**src/rtl/sccb_cfg_master.sv**
```systemverilog
// sccb_cfg_master
//   SCCB configuration master for OmniVision-class sensors. It sequences the
//   sensor power-up pins, then walks an external {reg,value} table issuing
//   3-phase SCCB writes. It also performs on-demand register readback
//   (2-phase write followed by 2-phase read), honours in-table delay entries,
//   and reports NACKs.
//
// Ports
//   clk, rst             system clock, asynchronous active-high reset
//   start                pulse: run the table from entry 0 (IDLE only)
//   rd_req, rd_reg       pulse + address: read one sensor register (IDLE only)
//   rd_data, rd_valid    read result and its one-cycle strobe
//   busy, done           not-in-IDLE level; table-completed level
//   nack_err             sticky: a write ACK slot was sampled high
//   tbl_addr, tbl_data   table index out; registered {reg,value} back one cycle later
//   sioc, siod_oe, siod_out, siod_in   SCCB pins (tristate is built above this block)
//   cam_rst_n, cam_pwdn, cam_xclk      sensor control pins
module sccb_cfg_master #(
  parameter int unsigned QTICK       = 25,
  parameter int unsigned XCLK_HALF   = 1,
  parameter logic [7:0]  DEV_ID      = 8'h42,
  parameter int unsigned TBL_AW      = 6,
  parameter int unsigned RST_CYCLES  = 10000,
  parameter int unsigned WAIT_CYCLES = 10000,
  parameter bit          AUTO_START  = 1'b1
) (
  input  logic              clk,
  input  logic              rst,
  input  logic              start,
  input  logic              rd_req,
  input  logic [7:0]        rd_reg,
  output logic [7:0]        rd_data,
  output logic              rd_valid,
  output logic              busy,
  output logic              done,
  output logic              nack_err,
  output logic [TBL_AW-1:0] tbl_addr,
  input  logic [15:0]       tbl_data,
  output logic              sioc,
  output logic              siod_oe,
  output logic              siod_out,
  input  logic              siod_in,
  output logic              cam_rst_n,
  output logic              cam_pwdn,
  output logic              cam_xclk
);

  localparam logic [3:0] S_RST_HOLD = 4'd0;
  localparam logic [3:0] S_SETTLE   = 4'd1;
  localparam logic [3:0] S_IDLE     = 4'd2;
  localparam logic [3:0] S_FETCH    = 4'd3;
  localparam logic [3:0] S_WR       = 4'd4;
  localparam logic [3:0] S_DLY      = 4'd5;
  localparam logic [3:0] S_FIN      = 4'd6;
  localparam logic [3:0] S_RD_W     = 4'd7;
  localparam logic [3:0] S_RD_R     = 4'd8;
  localparam logic [3:0] S_STOP     = 4'd9;
  localparam logic [3:0] S_GAP      = 4'd10;

  // Which transaction STOP/GAP belong to
  localparam logic [1:0] K_WR  = 2'd0;
  localparam logic [1:0] K_RDW = 2'd1;
  localparam logic [1:0] K_RDR = 2'd2;

  localparam int CMAX = (RST_CYCLES > WAIT_CYCLES) ? RST_CYCLES : WAIT_CYCLES;
  localparam int CW   = $clog2(CMAX + 1);
  localparam int QW   = (QTICK > 1) ? $clog2(QTICK) : 1;
  localparam int XW   = (XCLK_HALF > 1) ? $clog2(XCLK_HALF) : 1;

  localparam logic [CW-1:0] RST_LAST  = CW'(RST_CYCLES - 1);
  localparam logic [CW-1:0] WAIT_LAST = CW'(WAIT_CYCLES - 1);
  localparam logic [QW-1:0] Q_LAST    = QW'(QTICK - 1);
  localparam logic [XW-1:0] X_LAST    = XW'(XCLK_HALF - 1);

  logic [3:0]    state;
  logic [CW-1:0] cnt;
  logic          fcnt;
  logic [QW-1:0] qcnt;
  logic [1:0]    qtr;     // quarter within the current bit / START / STOP / GAP
  logic          stb;     // bit states: still inside the START unit
  logic [3:0]    bpos;    // bit within byte, 8 = 9th (ACK/NA) bit
  logic [1:0]    bidx;    // byte within phase
  logic [1:0]    xk;
  logic [7:0]    wreg, wval, rreg, rsh;
  logic [XW-1:0] xcnt;

  logic          bus_st, bit_st, tick, q_end, smp;
  logic [1:0]    last_b;
  logic [7:0]    cur_byte;
  logic          tx_bit;
  logic          nx_sioc, nx_oe, nx_sdo;

  assign bit_st = (state == S_WR) || (state == S_RD_W) || (state == S_RD_R);
  assign bus_st = bit_st || (state == S_STOP) || (state == S_GAP);
  assign tick   = bus_st && (qcnt == Q_LAST);
  assign q_end  = tick && (qtr == 2'd3);
  // Sample on the tick that enters Q2 of a data bit
  assign smp    = tick && (qtr == 2'd1) && bit_st && !stb;
  assign last_b = (xk == K_WR) ? 2'd2 : 2'd1;
  assign busy   = (state != S_IDLE);
  assign cam_pwdn = 1'b0;

  always_comb begin
    cur_byte = DEV_ID;
    if (bidx == 2'd1)      cur_byte = (xk == K_RDW) ? rreg : wreg;
    else if (bidx == 2'd2) cur_byte = wval;
    else if (xk == K_RDR)  cur_byte = DEV_ID | 8'h01;
  end
  assign tx_bit = cur_byte[3'd7 - bpos[2:0]];

  // Pin levels for the current bus position; registered below so the pins
  // never see decode glitches (they trail the state by one cycle).
  always_comb begin
    nx_sioc = 1'b1;
    nx_oe   = 1'b0;
    nx_sdo  = 1'b1;
    if (bit_st) begin
      if (stb) begin
        nx_oe   = 1'b1;
        nx_sdo  = (qtr == 2'd0);
        nx_sioc = ~qtr[1];
      end else begin
        nx_sioc = qtr[1];
        if (bpos == 4'd8) begin
          // Master drives NA=1 after the read byte; otherwise slave's slot
          if (xk == K_RDR && bidx == 2'd1) nx_oe = 1'b1;
        end else if (!(xk == K_RDR && bidx == 2'd1)) begin
          nx_oe  = 1'b1;
          nx_sdo = tx_bit;
        end
      end
    end else if (state == S_STOP) begin
      nx_oe   = 1'b1;
      nx_sioc = (qtr != 2'd0);
      nx_sdo  = qtr[1];
    end
  end

  always_ff @(posedge clk or posedge rst) begin
    if (rst) begin
      sioc     <= 1'b1;
      siod_oe  <= 1'b0;
      siod_out <= 1'b1;
    end else begin
      sioc     <= nx_sioc;
      siod_oe  <= nx_oe;
      siod_out <= nx_sdo;
    end
  end

  // XCLK free-runs from the first cycle after reset
  always_ff @(posedge clk or posedge rst) begin
    if (rst) begin
      xcnt     <= '0;
      cam_xclk <= 1'b0;
    end else if (xcnt == X_LAST) begin
      xcnt     <= '0;
      cam_xclk <= ~cam_xclk;
    end else begin
      xcnt <= xcnt + XW'(1);
    end
  end

  always_ff @(posedge clk or posedge rst) begin
    if (rst) begin
      state     <= S_RST_HOLD;
      cnt       <= '0;
      fcnt      <= 1'b0;
      qcnt      <= '0;
      qtr       <= '0;
      stb       <= 1'b0;
      bpos      <= '0;
      bidx      <= '0;
      xk        <= K_WR;
      wreg      <= '0;
      wval      <= '0;
      rreg      <= '0;
      rsh       <= '0;
      tbl_addr  <= '0;
      done      <= 1'b0;
      nack_err  <= 1'b0;
      rd_data   <= '0;
      rd_valid  <= 1'b0;
      cam_rst_n <= 1'b0;
    end else begin
      rd_valid <= 1'b0;

      // Quarter-tick timebase restarts on entry so bus edges align to ticks
      if (!bus_st) begin
        qcnt <= '0;
        qtr  <= '0;
      end else if (tick) begin
        qcnt <= '0;
        qtr  <= qtr + 2'd1;
      end else begin
        qcnt <= qcnt + QW'(1);
      end

      if (smp) begin
        if (state == S_WR && bpos == 4'd8 && siod_in) nack_err <= 1'b1;
        if (state == S_RD_R && bidx == 2'd1 && bpos != 4'd8) rsh <= {rsh[6:0], siod_in};
      end

      case (state)
        S_RST_HOLD: begin
          if (cnt == RST_LAST) begin
            cnt       <= '0;
            cam_rst_n <= 1'b1;
            state     <= S_SETTLE;
          end else cnt <= cnt + CW'(1);
        end
        S_SETTLE: begin
          if (cnt == RST_LAST) begin
            cnt   <= '0;
            state <= AUTO_START ? S_FETCH : S_IDLE;
          end else cnt <= cnt + CW'(1);
        end
        S_IDLE: begin
          // start has priority; a simultaneous rd_req is dropped
          if (start) begin
            done     <= 1'b0;
            nack_err <= 1'b0;
            tbl_addr <= '0;
            state    <= S_FETCH;
          end else if (rd_req) begin
            rreg  <= rd_reg;
            xk    <= K_RDW;
            stb   <= 1'b1;
            bpos  <= '0;
            bidx  <= '0;
            state <= S_RD_W;
          end
        end
        S_FETCH: begin
          // tbl_data reflects tbl_addr on the second FETCH cycle
          if (!fcnt) fcnt <= 1'b1;
          else begin
            fcnt <= 1'b0;
            if (tbl_data == 16'hFFFF) state <= S_FIN;
            else if (tbl_data == 16'hFFF0) begin
              cnt   <= '0;
              state <= S_DLY;
            end else begin
              wreg  <= tbl_data[15:8];
              wval  <= tbl_data[7:0];
              xk    <= K_WR;
              stb   <= 1'b1;
              bpos  <= '0;
              bidx  <= '0;
              state <= S_WR;
            end
          end
        end
        S_DLY: begin
          if (cnt == WAIT_LAST) begin
            cnt <= '0;
            if (&tbl_addr) state <= S_FIN;
            else begin
              tbl_addr <= tbl_addr + TBL_AW'(1);
              state    <= S_FETCH;
            end
          end else cnt <= cnt + CW'(1);
        end
        S_WR, S_RD_W, S_RD_R: begin
          if (q_end) begin
            if (stb) stb <= 1'b0;
            else if (bpos == 4'd8) begin
              bpos <= '0;
              if (bidx == last_b) state <= S_STOP;
              else bidx <= bidx + 2'd1;
            end else bpos <= bpos + 4'd1;
          end
        end
        S_STOP: if (q_end) state <= S_GAP;
        S_GAP: begin
          if (q_end) begin
            case (xk)
              K_WR: begin
                if (&tbl_addr) state <= S_FIN;
                else begin
                  tbl_addr <= tbl_addr + TBL_AW'(1);
                  state    <= S_FETCH;
                end
              end
              K_RDW: begin
                xk    <= K_RDR;
                stb   <= 1'b1;
                bpos  <= '0;
                bidx  <= '0;
                state <= S_RD_R;
              end
              default: begin
                rd_data  <= rsh;
                rd_valid <= 1'b1;
                state    <= S_IDLE;
              end
            endcase
          end
        end
        S_FIN: begin
          done  <= 1'b1;
          state <= S_IDLE;
        end
        default: state <= S_RST_HOLD;
      endcase
    end
  end

endmodule

```
**config.mk**
```make
export PLATFORM = sky130hd
export DESIGN_NAME = sccb_cfg_master
export DESIGN_NICKNAME = d
export VERILOG_FILES = /design/src/rtl/sccb_cfg_master.sv
export SDC_FILE = /design/constraint.sdc
export NUM_CORES = 1
export LEC_CHECK = 0
export CAP_MARGIN = 30
export CORE_MARGIN = 4
export CORE_UTILIZATION = 35
export DETAILED_ROUTE_END_ITERATION = 6
export SYNTH_ARGS = -nofsm -noshare
export SYNTH_HDL_FRONTEND = slang
export SYNTH_SLANG_ARGS = --single-unit
export TNS_END_PERCENT = 10
```
**constraint.sdc**
```tcl
create_clock -name clk -period 4.4 [get_ports clk]
set_input_delay 0.44 -clock clk [delete_from_list [all_inputs] [get_ports clk]]
set_output_delay 0.44 -clock clk [all_outputs]
set_load 0.05 [all_outputs]
```
==> run summary <==
f_max: 355 MHz
area grow syn2layout: 19.9%
Die Ht: 124 um
FF-to-FF path depth: 6
most frequent cells in the layout: dfrtp_1 (87), clkdlybuf4s50_1 (51), mux2_2 (41), nand2_1 (40), o21ai_0 (30)
Sequential Power Share: 0.510
number of synthesized register bits: 89
share of synthesized flip-flops with an asynchronous set or reset: 1.00
post-cts resize count: 0
final wirelength: 10800 um
GR Overflow Total: 0
Post CTS Setup Buffer Count: 0
Clock Root Buffer: clkbuf_16
status: finished clean
Starting DRT DRC Count: 220
Setup CP Type: flop to output port
Area contributors post-synth: dfrtp_1 (46%), mux2_2 (9.8%), nand2_1 (3.2%)
CTS Buf Count: 9
highest routed layer: met4
worst skew pair latency: 0.35 ns
Setup Viol. Count Final: 0
Sw Share: 0.226
Yosys top cell area share: 0.460
final hold vios: 0
share of cells above drive strength 1: 0.174
Vias: 3616
I/O Pins: 53
commonest non-fill, non-tap cell in the layout: dfrtp_1
first-pass GRT wire length: 18800 um
Synth area leader: dfrtp_1
syn_area_per_cell: 10.6 sq um
Lkg Pwr: 2.28 nW
total negative slack: 0 ns
RSZ-0062 raised after global routing: no
I/O Buffers: 51
crit path max-delay cell type: dfrtp_1
Hold Path Class: primary input to async pin
Critical Path AT: 2.38 ns
Setup crit end kind: output port
critical path required time: 3.96 ns
Reg clk slew, reported paths: 0.06 ns
Slew Limit Fails: 0
Sw Pwr: 0.371 mW
vias in the first global route: 3697
fill count: 1291
Clock Skews: 0.00748 ns
Max-Cap Viols: 0
n_diodes: 0
Internal: 1.27 mW
pin count of the biggest net entering global routing: 54
fin crit share: 0.641
Worst Path Buf+Inv: 2
synthesized cell area: 0.00473 sq mm
Post-Syn Instances: 445
relative slew slack: 0.436
Slew @ Worst Pin: 0.845 ns
count of clock tree sinks: 89
hold buffers post-CTS: 0
Post-synth EDFFs: 0
hold slack final: 0.304 ns
Final min period: 2.82 ns
CTS tree: done
Synth Flop Type: dfrtp_1
Reg2Reg Setup Slack: 1.60 ns
crit-path max cell delay: 0.76 ns
die area: 0.0154 sq mm
synth warn: 0
DR WL/cell: 16.1 um
FP Rows: 42
core box area: 0.0132 sq mm
H-tree Lvls: 3
Worst path top cell family by delay: buffers and inverters
Netlist cell types: 73
Placer Congestion: 0.839
Post-DP HPWL: 7710 um
met3 WL: 588 um
reg2reg start: state[1]
GRT Util Overall: 0.148
antenna violations before repair: 0
Final ANT Viol Nets: 0
starting density of the core: 0.357
met2 routed WL: 4990 um
Comb pwr share: 0.045
Die Width: 124 um
syn_nets: 485
IR drop worst, VDD: 0.000163 V
worst flop-to-flop path endpoint: rsh[4]
clock power share: 0.446
Seq/Total Area, Yosys: 0.471
crit path cell chain: nor4b_4 > inv_2 > clkdlybuf4s50_1
CTS Buffer Depth: 2
Crit Path Max Fanout: 19
Avg Vias per Cell: 5.41
layout net count: 528
first drt pass iteration count: 5
Metal-1 WL: 5030 um
DRC viols: 0
Critical Path Start Type: flop
Power Density: 289 mW/mm^2
-- kinds of logic (layout without fill, tap and decap cells) --
| family | count (synthesis) | after routing | share of synthesized area |
|---|---|---|---|
| and+or+nand+nor | 154 | 154 | 0.197 |
| xor gates and xnor gates | 7 | 7 | 0.0130 |
| adders and majority gates | 11 | 11 | 0.0291 |
| AOI/OAI and AO/OA | 96 | 96 | 0.129 |
| DFF | 89 | 89 | 0.471 |
| muxes | 47 | 47 | 0.121 |
| buffers and inverters | 40 | 88 | 0.0394 |
| other | 1 | 1 | 0.000792 |
-- final cells by class --
type,instances,area [sq um],share of cell area
inverters,17,65.1,0.0115
multi-input cells,316,2320,0.408
clock buffers,10,239,0.0421
repair buffers,55,561,0.0988
flip-flops and latches,89,2230,0.393
well taps,176,220,0.0388
clock inverters,6,42.5,0.00750
-- how the worst max path moves through the flow --
stage,end,startpoint,cells after the start,slack (ns)
floorplan,bidx[0],rst,1,1.66
global placement,rsh[6],state[2],6,1.71
detailed placement,rsh[0],state[0],6,1.67
CTS,rsh[4],state[2],6,1.59
global route,cnt[3],state[0],6,1.41
finish,busy,state[1],3,1.58
-- routing by layer --
layer	vias up	GRT usage
met2	105	0.225
li1	1707	-
met3	12	0.0369
met1	1792	0.204
met5	-	0
met4	0	0.0587
-- power groups by stage --
| stage | Sequential, mW | Clock (mW) | Combinational [mW] |
|---|---|---|---|
| 2_1_floorplan | 0.848 | 0 | 0.0336 |
| 3_3_place_gp | 0.850 | 0 | 0.0710 |
| 3_5_place_dp | 0.850 | 0 | 0.0723 |
| 4_1_cts | 0.835 | 0.753 | 0.0724 |
| 5_1_grt | 0.836 | 0.787 | 0.0816 |
| 6_report | 0.835 | 0.730 | 0.0731 |
-- registers in the layout, indices dropped and copies added, names as in the netlist, 2 cells and up --
signal and flops:
cnt 14, xk 2, rsh 8, bpos 4, wval 8, qtr 2, bidx 2, tbl_addr 6
qcnt 5, wreg 8, rd_data 8, state 4, rreg 8
-- through the flow --
step | util | cell area, sq um | setup WS, ns | cells | power (mW)
finish | 0.428 | 5670 | 1.58 | 669 | 1.64
global route | 0.428 | 5670 | 1.41 | 669 | 1.70
CTS | 0.426 | 5640 | 1.59 | 667 | 1.66
detailed placement | 0.405 | 5360 | 1.67 | 651 | 0.923
global placement | 0.405 | 5360 | 1.71 | 651 | 0.921
floorplan | - | 4730 | 1.66 | 445 | 0.882
-- synth_stat cells (3+ instances only) --
| cell | number |
|---|---|
| nor4b_4 | 3 |
| or2_2 | 5 |
| dfrtp_1 | 87 |
| a31oi_1 | 8 |
| mux4_2 | 4 |
| and4_1 | 3 |
| o21ai_1 | 10 |
| nand2_1 | 40 |
| ha_1 | 11 |
| inv_1 | 15 |
| o31ai_1 | 3 |
| nand4_1 | 12 |
| xnor2_1 | 4 |
| mux2_2 | 41 |
| or3_1 | 3 |
| a21oi_1 | 18 |
| nor2_1 | 27 |
| nand2b_1 | 4 |
| nand3_1 | 9 |
| o21ai_0 | 30 |
| buf_6 | 3 |
| xor2_1 | 3 |
| nor2b_1 | 4 |
| or4_1 | 3 |
| clkbuf_1 | 10 |
| nor3b_1 | 3 |
| and3_1 | 9 |
| nor3_1 | 8 |
| and4b_1 | 3 |
| buf_2 | 8 |
| a22oi_1 | 3 |
(Power assumes the default switching activity.)
